[src/rtl/mult_pkg.sv]
// Shared types and sizing for the sequential multiplier and its carry-propagate adder.
package mult_pkg;

    localparam int unsigned SLICE_W    = 8;
    localparam int unsigned NUM_SLICES = 4;
    localparam int unsigned ACC_W      = 64;
    localparam int unsigned OP_W       = SLICE_W * NUM_SLICES;
    localparam int unsigned K_W        = 2;

    typedef enum logic [1:0] {
        IDLE = 2'd0,
        CALC = 2'd1,
        DONE = 2'd2
    } state_e;

    // Operands captured when a multiply is accepted
    typedef struct packed {
        logic [OP_W-1:0] a;
        logic [OP_W-1:0] b;
        logic            sgn;
    } mult_ops_t;

    // True when every multiplier bit above slice k is a copy of ext
    function automatic logic slice_final(input logic [OP_W-1:0] b,
                                         input logic            ext,
                                         input logic [K_W-1:0]  k);
        logic [OP_W-1:0] upper_mask;
        upper_mask = {OP_W{1'b1}} << ((32'(k) + 32'd1) * SLICE_W);
        return ((b ^ {OP_W{ext}}) & upper_mask) == '0;
    endfunction

endpackage

[src/rtl/mult_cpa.sv]
// 64-bit carry-propagate adder resolving the MAC slice's carry-save pair.
module mult_cpa
    import mult_pkg::*;
(
    input  logic [ACC_W-1:0] a,
    input  logic [ACC_W-1:0] b,
    output logic [ACC_W-1:0] sum
);

    assign sum = a + b;

endmodule

[src/rtl/mult_seq.sv]
// Sequential 32x32 multiply(-accumulate) feeding an external 32x8 MAC slice one op_b byte per cycle.
// Define MULT_EARLY_TERM_EN to stop once the remaining multiplier bytes are pure sign extension.
module mult_seq
    import mult_pkg::*;
(
    input  logic               nGCLK,
    input  logic               nRESET,
    input  logic               start,
    input  logic [OP_W-1:0]    op_a,
    input  logic [OP_W-1:0]    op_b,
    input  logic [ACC_W-1:0]   acc_in,
    input  logic               sign,
    input  logic               accum,
    output logic               busy,
    output logic               done,
    output logic [ACC_W-1:0]   result,
    output logic [OP_W:0]      ma_op1,
    output logic [SLICE_W+1:0] ma_op2,
    output logic               ma_op2_1,
    output logic [K_W-1:0]     ma_slice,
    output logic               ma_msb,
    output logic [ACC_W-1:0]   ma_acc,
    input  logic [ACC_W-1:0]   ma_sum1,
    input  logic [ACC_W-1:0]   ma_sum2
);

    state_e             state_q, state_d;
    mult_ops_t          ops_q;
    logic [ACC_W-1:0]   acc_q;
    logic [ACC_W-1:0]   cpa_sum;
    logic [ACC_W-1:0]   result_q;
    logic [K_W-1:0]     k_q;
    logic               busy_q;
    logic               done_q;
    logic               ext_c;
    logic               last_c;

    assign ext_c = ops_q.sgn & ops_q.b[OP_W-1];

`ifdef MULT_EARLY_TERM_EN
    assign last_c = slice_final(ops_q.b, ext_c, k_q);
`else
    assign last_c = (k_q == K_W'(NUM_SLICES - 1));
`endif

    mult_cpa u_cpa (
        .a   (ma_sum1),
        .b   (ma_sum2),
        .sum (cpa_sum)
    );

    // State register
    always_ff @(posedge nGCLK or negedge nRESET) begin
        if (!nRESET) begin
            state_q <= IDLE;
        end else begin
            state_q <= state_d;
        end
    end

    // Next state and MAC slice drive; slice inputs are quiet outside CALC
    always_comb begin
        state_d  = state_q;
        ma_op1   = '0;
        ma_op2   = '0;
        ma_op2_1 = 1'b0;
        ma_slice = '0;
        ma_msb   = 1'b0;
        ma_acc   = '0;
        case (state_q)
            IDLE: begin
                if (start) begin
                    state_d = CALC;
                end
            end
            CALC: begin
                ma_op1   = {ops_q.sgn & ops_q.a[OP_W-1], ops_q.a};
                ma_op2   = {ext_c, ext_c, ops_q.b[{k_q, 3'b000} +: SLICE_W]};
                ma_op2_1 = (k_q == '0) ? 1'b0 : ops_q.b[{k_q, 3'b000} - 5'd1];
                ma_slice = k_q;
                ma_msb   = last_c;
                ma_acc   = acc_q;
                if (last_c) begin
                    state_d = DONE;
                end
            end
            DONE: begin
                state_d = IDLE;
            end
            default: begin
                state_d = IDLE;
            end
        endcase
    end

    // Operand capture, accumulator, slice counter and registered status
    always_ff @(posedge nGCLK or negedge nRESET) begin
        if (!nRESET) begin
            ops_q    <= '0;
            acc_q    <= '0;
            k_q      <= '0;
            busy_q   <= 1'b0;
            done_q   <= 1'b0;
            result_q <= '0;
        end else begin
            busy_q <= (state_d != IDLE);
            done_q <= (state_d == DONE);
            if (state_q == IDLE && start) begin
                ops_q <= '{a: op_a, b: op_b, sgn: sign};
                acc_q <= accum ? acc_in : '0;
                k_q   <= '0;
            end else if (state_q == CALC) begin
                acc_q <= cpa_sum;
                k_q   <= k_q + K_W'(1);
            end
            if (state_q == CALC && state_d == DONE) begin
                result_q <= cpa_sum;
            end
        end
    end

    assign busy   = busy_q;
    assign done   = done_q;
    assign result = result_q;

endmodule

[config.mk]
export PLATFORM = sky130hd
export DESIGN_NAME = mult_seq
export DESIGN_NICKNAME = d
export VERILOG_FILES = /design/src/rtl/mult_pkg.sv /design/src/rtl/mult_cpa.sv /design/src/rtl/mult_seq.sv
export SDC_FILE = /design/constraint.sdc
export NUM_CORES = 1
export LEC_CHECK = 0
export CAP_MARGIN = 20
export CORE_MARGIN = 2
export CORE_UTILIZATION = 45
export DETAILED_ROUTE_END_ITERATION = 16
export GPL_TIMING_DRIVEN = 0
export PLACE_DENSITY = 0.8
export SETUP_SLACK_MARGIN = 0.5
export SLEW_MARGIN = 20
export SYNTH_ARGS = -nofsm -noshare
export SYNTH_HDL_FRONTEND = slang
export SYNTH_HIERARCHICAL = 1
export SYNTH_SLANG_ARGS = --single-unit
[constraint.sdc]
create_clock -name nGCLK -period 2.6 [get_ports nGCLK]
set_clock_uncertainty 0.2 [all_clocks]
set_input_delay 0.52 -clock nGCLK [delete_from_list [all_inputs] [get_ports nGCLK]]
set_output_delay 0.52 -clock nGCLK [all_outputs]
set_load 0.02 [all_outputs]
Word level (Yosys, flattened, before mapping)
Cells that the tools add are included.
{"block": "word_totals", "input_bits": 261, "reg_bits": 199}
{"block": "classes", "bitwise": 2, "shifts": 1, "n_reduce_logical": 6, "n_lt_le_gt_ge": 1, "n_eq_ne": 3, "addsub": 3, "muxes": 17}
{"op": "$mux W64", "n": 4}
{"op": "$add A64 B64 Y64", "n": 1}
{"op": "$mux W33", "n": 1}
{"op": "$shiftx A32 B6 Y8", "n": 1}
{"op": "$mux W10", "n": 1}
{"op": "$mux W2", "n": 5}
{"op": "$lt A5 B6 Y1 const B", "n": 1}
{"op": "$bmux W1 S5", "n": 1}
{"op": "$sub A5 B1 Y5 const B", "n": 1}
{"op": "$eq A2 B2 Y1 const B", "n": 2}
{"op": "$logic_not A2 Y1", "n": 2}
{"op": "$mux W1", "n": 4}
{"op": "$pmux W2 S2", "n": 1}
{"op": "$reduce_bool A2 Y1", "n": 2}
{"op": "$add A2 B1 Y2 const B", "n": 1}
{"op": "$and A1 B1 Y1", "n": 2}
{"op": "$eq A2 B1 Y1 const B", "n": 1}
{"op": "$logic_and A1 B1 Y1", "n": 2}

Logic depth before layout (Yosys ltp)
Gate-level depths: netlist of the first run.
{"block": "depth", "ltp_word": 5, "ltp_mapped": 13, "ltp_nobuf": 13}

Modules after synthesis
Netlist of the first run, hierarchy kept.
{"module": "mult_seq", "cells_each": 707, "area_per_inst_um2": 8770.9, "instances": 1}
{"module": "mult_cpa", "cells_each": 554, "area_per_inst_um2": 3922.5, "instances": 1}

Least setup slack after synthesis of the first run
Ideal clock, no wire load.
{"block": "synth_path", "kind": "input to register", "startpoint": "input port ma_sum1[0]", "endpoint": "register result_q[60] (netlist: result[60])", "setup_ns": 0.125, "slack_ns": -0.949, "arrival_ns": 3.224, "path_stages": 12, "path_cell_list": "ha_1 fa_1 a21o_1 a311oi_2 o21ai_2 o211ai_2 a211oi_2 o31ai_4 o31ai_1 or3b_1 and3_1 mux2_4"}
{"block": "synth_via", "elab_chain_cells": 1}
{"item": "start, declared", "line_no": "mult_seq.sv:23", "text": "input logic [ACC_W-1:0] ma_sum1,"}
{"item": "$add A64 B64 Y64", "line_no": "mult_cpa.sv:10", "text": "assign sum = a + b;"}
{"item": "via cpa_sum[60]", "line_no": "mult_seq.sv:30", "text": "logic [ACC_W-1:0] cpa_sum;"}
{"item": "end signal, assigned", "line_no": "mult_seq.sv:117", "text": "result_q <= cpa_sum;"}
{"item": "end, declared", "line_no": "mult_seq.sv:31", "text": "logic [ACC_W-1:0] result_q;"}
The timed path passes the listed nets, and every way through them passes these cells.
A chain may end at the register's enable or synchronous reset.

Worst setup path after layout of the first run
{"block": "layout_path", "startpoint": "input port ma_sum2[0]", "endpoint": "register result_q[52] (netlist: result[52])"}
{"block": "layout_via", "elab_chain_cells": 1}
{"item": "start, declared", "line_no": "mult_seq.sv:24", "text": "input logic [ACC_W-1:0] ma_sum2"}
{"item": "$add A64 B64 Y64", "line_no": "mult_cpa.sv:10"}
{"item": "via cpa_sum[52]", "line_no": "mult_seq.sv:30"}
The timed path passes the listed nets, and every way through them passes these cells.

==> impl_metrics.ini, run 1 <==
[global_route]
antenna_found_initial = 10
track_usage_pct = 33.0
first_global_vias = 13300
grt_pass1_wl_um = 74200
grt.overflow.total = 0
grt_max_degree = 73

[timing]
fin_crit_sh_pct = 129
maxSlewViolCount = 0
rsz0062_at_grt = true
fin_crit_ps = 3340
setup_viol = 154
finalHoldViolations = 0
fmax_mhz = 299
maxSlewHeadroom_pct = 57.1
worst_slew_pin_slew_ps = 637
tns_ps = -44790
hold_slack_ps = 238
setup_slack_ps = -744

[die]
ios = 438
fp.dieArea_um2 = 29600
die_h_um = 172
num_rows = 61
core_region_area_um2 = 27800
initial_core_util_pct = 45.7
fp.dieW_um = 172

[yosys]
syn-cell-area_um2 = 12700
synth_compound_area_share_pct = 15.1
synth_fa_ha_area_share_pct = 6.56
synth_top_family_by_area = simple AND/OR/NAND/NOR gates
netlist_instances = 1261
synth_xor_area_share_pct = 4.21
synth-seq-cells = 199
seq_area_frac_synth_pct = 39.2
synthFlopType = dfrtp_1
yosys.area_share.simple_pct = 16.8
synthArstFlopShare_pct = 100
yosysWarnings = 6
syn_nets = 1588
synthDistinctLibCells = 86
synth-edff-count = 0
synth_mux_area_share_pct = 13.9
avgSynthCellArea_um2 = 10.1

[power_and_ir_drop]
power.density_nw_per_um2 = 1070
ir_drop_mv = 0.749
power_leakage_nw = 10.6
power_mw = 25.3

[setup_path]
startpoint_type = input port
rr_worst_depth = 12
critPathMostFrequentCell = buf_6
cp_max_fo = 4
worstPathBufferInverterCount = 2
path_cells = buf_6 > ha_4 > fa_2 > a21o_1 > a311oi_4 > o21ai_4 > o211ai_4 > a211oi_4 > o31ai_4 > buf_6 > o21a_1 > o21ai_1 > xor2_1 > mux2_4
r2r-start = state_q[0]
crit_type = in -> reg
cp.arrival_ps = 3460
critical_path.max_stage_delay_ps = 390
r2r-end = acc_q[22]
crit_family = compound AO/OA/AOI/OAI gates
reg2reg_setup_slack_ps = 180
end_kind = register
cp.required_ps = 2720
cp_slowest_cell = o31ai_4

[status]
status = complete, but fails checks
violations = setup timing

[drt]
wl_met1_um = 20900
post-route-drc-count = 0
wl_met2_um = 30600
wirelength_um = 62500
ant_nets = 0
dr_wl_met3_um = 5840
top_layer = met5
drtIter0Drc = 1177
viasPerCell = 6.06
drtPass1Iterations = 7
num_vias = 14200
wire_per_inst_um = 26.6

[place]
port_buffers = 437
gp_congestion = 0.889
pre_cts_slack_ps = -1650
dp_hpwl_um = 35200

[cts]
cts_inserted_buffers = 17
h-tree-depth = 4
root_buffer = clkbuf_16
insertion_delay_ps = 430
tritoncts = yes
clkSinkCount = 199
ctsLongestPathBuffers = 2
cts.clk_slew.worst_paths_ps = 90

[layout]
final_common_cell = buf_6
layout-drive-gt1-share_pct = 51.7
syn2layout_area_growth_pct = 85.1
nNetsFinal = 2277
mostFrequentLayoutCells = buf_6 (212), clkdlybuf4s50_1 (208), dfrtp_1 (199)

[worst_hold_path]
whs_path_depth = 4
hold-path-endpoint = acc_q[0]
worstHoldPathType = in -> reg
worstHoldStart = ma_sum1[0]

[flow_run]
drv_cap = 0
## routing by layer
layer	track usage, %	vias up
met1	36.4	6996
met2	57.9	1022
met3	9.38	326
li1	-	5891
met4	16.9	8
met5	0	-
## worst max path at each step
| stage | start | to | slack [ps] | cells past startpoint |
|---|---|---|---|---|
| 3_3_place_gp | nRESET | result[8] | -7680 | 1 |
| 3_5_place_dp | ma_sum1[33] | result[62] | -1650 | 12 |
| 4_1_cts | ma_sum2[0] | result[60] | -740 | 13 |
| 2_1_floorplan | ma_sum1[0] | result[60] | -650 | 12 |
| 6_report | ma_sum2[0] | result[52] | -740 | 14 |
| 5_1_grt | ma_sum1[0] | acc_q[52] | -760 | 15 |
## cell type report
type                            instances  area (µm²)
Buffer                                 70         790
Inverter                               23        93.8
Fill cell                            1393        4280
Multi-Input combinational cell        969        9760
Clock inverter                         14         176
Sequential cell                       199        4980
Timing Repair Buffer                  670        6780
Antenna cell                           11        27.5
Clock buffer                           17         425
Tap cell                              378         473
## repair_timing
action / CTS / global route
hold buffers: 1 / 0
cloned: 4 / 10
setup endpoints to repair: 313 / 317
pin swaps: 110 / 258
buffers inserted: 115 / 101
gates resized for setup: 969 / 611
hold endpoints to repair: 68 / 0
## metrics by stage
step | utilization [%] | instance area (µm²) | cells
global placement | 65.1 | 18100 | 2076
CTS | 74.6 | 20700 | 2229
detailed placement | 65.3 | 18100 | 2078
finish | 84.6 | 23500 | 2351
global route | 84.6 | 23500 | 2348
floorplan | - | 13200 | 1261
## state kept, by name (all words and copies together), names as in the netlist
signal,cells
done,1
k_q,2
result,64
acc_q,64
ops_q,65
busy,1
state_q,2
## worst register-to-register path: stages (launching register included)
cell     delay, ps
dfrtp_1        390
and2b_2        220
buf_6          120
buf_6          110
buf_6          110
buf_12         130
buf_8          120
buf_6          120
buf_6          100
buf_6          120
buf_4          180
a22oi_1        270
nand2_1        110
## power breakdown
group	switching [mW]	internal, mW	total (mW)
sequential	1.07	4.67	5.75
clock	1.50	1.31	2.81
combinational	7.71	8.99	16.7
## synthesized netlist by cell type (all sizes together) (18+ instances only)
cell    count  area, µm²
nand4      18        119
dfrtp     199       4980
nor2       30        113
ha         65        813
xor2       20        175
and2      111        698
nand2     186        713
o21ai      49        249
buf        48        310
a22oi      64        480
a21oi      79        399
inv        23       86.3
xnor2      41        359
clkbuf     22        124
a21o       26        196
mux2      129       1550
## kinds of logic (layout without fill, tap and decap cells)
group | after synthesis | count (layout)
xor+xnor | 61 | 61
fa+ha+maj | 66 | 66
flops | 199 | 199
mux | 139 | 139
compound gates | 287 | 287
other cells | 0 | 11
simple gates | 416 | 416
buf+inv | 93 | 794
Note: power is estimated with default switching activity, not from simulation.
==> inputs of run 2 (changes only) <==
--- a/config.mk
+++ b/config.mk
@@ -6,11 +6,11 @@
 export NUM_CORES = 1
 export LEC_CHECK = 0
 export CAP_MARGIN = 20
-export CORE_MARGIN = 2
-export CORE_UTILIZATION = 45
+export CORE_AREA = 2 2 168 170
 export DETAILED_ROUTE_END_ITERATION = 16
+export DIE_AREA = 0 0 170 172
 export GPL_TIMING_DRIVEN = 0
-export PLACE_DENSITY = 0.8
+export PLACE_DENSITY = 0.82
 export SETUP_SLACK_MARGIN = 0.5
 export SLEW_MARGIN = 20
 export SYNTH_ARGS = -nofsm -noshare
==> run 2 against run 1 <==
The flow still finishes with violations (setup timing). Die area down 1.1%. Via count fell by 2.6%. Non-clock buffer count decreased by 13. Hold slack lost 1.9 ps. Fmax down 2.4%. Wire length down 7.0%. Final cell count down 2.3%.
==> impl_metrics.ini, run 2 (synthesis results as in run 1) <==
[place]
dp_hpwl_um = 35000
dp_cells = 2046
pre_cts_slack_ps = -1640
gp_congestion = 0.895
port_buffers = 437

[die]
ios = 438
num_rows = 61
initial_core_util_pct = 46.2
core_region_area_um2 = 27500
die_h_um = 172
fp.dieArea_um2 = 29200
fp.dieW_um = 170

[global_route]
track_usage_pct = 32.8
met2_usage_pct = 60.0
grt_pass1_wl_um = 73500
first_global_vias = 13100
grt_busiest_layer = met2
antenna_found_initial = 3
grt_max_degree = 95
use_met3_pct = 8.72
grt.overflow.total = 0
met1_usage_pct = 36.5

[layout]
largest_reg_flops = 65
regArea_um2 = 4980
nNetsFinal = 2264
layout-drive-gt1-share_pct = 50.2
regMostFlops = ops_q
fin_util_pct = 83.4
mostFrequentLayoutCells = clkdlybuf4s50_1 (228), dfrtp_1 (199), buf_6 (192)
nFillCells = 1416
final_common_cell = clkdlybuf4s50_1
stdcell_count = 2298
syn2layout_area_growth_pct = 80.5
multi_input_area_um2 = 9690

[setup_path]
startpoint_type = input port
cp_max_fo = 3
cp_slowest_cell = or3b_1
cp.arrival_ps = 3540
cp.required_ps = 2720
crit_family = compound AO/OA/AOI/OAI gates
worstPathBufferInverterCount = 2
crit_type = in -> reg
end_kind = register
critical_path.max_stage_delay_ps = 370
path_cells = buf_6 > ha_4 > fa_2 > a21o_1 > a311oi_2 > o21ai_4 > o211ai_4 > a211oi_4 > o31ai_4 > buf_6 > o31ai_4 > or3b_1 > and3_4 > mux2_4

[timing]
maxSlewHeadroom_pct = 52.4
hold_slack_ps = 237
setup_slack_ps = -826
fin_crit_ps = 3430
fmax_mhz = 292
worst_slew_pin_slew_ps = 707
fin_crit_sh_pct = 132
setup_viol = 198
finalHoldViolations = 0
maxSlewViolCount = 0
rsz0062_at_grt = true

[cts]
cts.clk_slew.worst_paths_ps = 90
clkSinkCount = 199
tritoncts = yes
cts_inserted_buffers = 17
ctsLongestPathBuffers = 2
insertion_delay_ps = 430
h-tree-depth = 4
root_buffer = clkbuf_16

[drt]
drtPass1Iterations = 5
wire_per_inst_um = 25.3
post-route-drc-count = 0
wirelength_um = 58200
viasPerCell = 6.04
drtIter0Drc = 941
num_vias = 13900
ant_nets = 0

[status]
status = complete, but fails checks
violations = setup timing

[worst_hold_path]
worstHoldPathType = in -> reg

[power_and_ir_drop]
power.density_nw_per_um2 = 1070
power_mw = 24.5
ir_drop_mv = 0.710
power_leakage_nw = 10.3

[flow_run]
drv_cap = 0
==> run 2: cell types whose count changed in the layout (fill, tap and decap cells not counted), sizes merged, moves of 2 or more <==
cell,change
buf,-22
clkdlybuf4s50,+20
dlymetal6s2s,-16
diode,-9
clkbuf,+4
clkdlybuf4s15,+4
clkinv,+2
dlygate4sd2,-2
==> run 2: worst reg2reg max path, delay by kind of cell, from the launching register on <==
family / cells / cell delay [ps]
simple gates: 1 / 120
buf+inv: 4 / 1230
compound gates: 2 / 510
flops: 1 / 400
==> run 2: power breakdown <==
part | internal (mW) | total [mW] | switching [mW]
Sequential | 4.67 | 5.67 | 1.00
Clock | 1.33 | 2.89 | 1.57
Combinational | 8.58 | 15.9 | 7.34
==> run 2: worst paths after layout <==
path	from	to	slack, ps	cells after the start
setup / recovery	ma_sum2[0]	result[60]	-830	14
hold / removal	ma_sum1[0]	result[0]	240	3
setup reg to reg	state_q[0]	acc_q[15]	90	7
hold reg to reg	ops_q[12]	ops_q[12]	300	1
max in group asynchronous	nRESET	result[6]	960	3
min in group asynchronous	nRESET	ops_q[9]	370	2
==> run 2: cell type report <==
class,count,share of cell area (%)
multi-input cells,969,42.3
repair buffers,657,27.8
flip-flops and latches,199,21.7
plain buffers,70,3.25
well taps,346,1.89
clock buffers,18,1.87
clock inverters,14,0.797
inverters,23,0.388
diodes,2,0.0218
==> run 2: layer usage <==
layer / vias up / part of all wire, %
met1: 6825 / 34
met4: 4 / 6.0
met3: 273 / 9.2
met5: - / 0.040
met2: 912 / 50
li1: 5858 / -
==> run 2: per-stage QoR <==
stage | area [µm²] | setup TNS, ps
3_3_place_gp | 18000 | -1672620
2_1_floorplan | 13200 | -15490
4_1_cts | 20400 | -45690
5_1_grt | 22900 | -54180
3_5_place_dp | 18100 | -133830
6_report | 22900 | -45940
==> run 2: repair_timing <==
item | in CTS | in global routing
setup endpoints to repair | 311 | 317
hold buffers | 1 | 0
setup buffers | 98 | 111
pin swaps | 109 | 225
gates cloned | 5 | 3
hold endpoints to repair | 44 | 0
gates resized for setup | 837 | 600
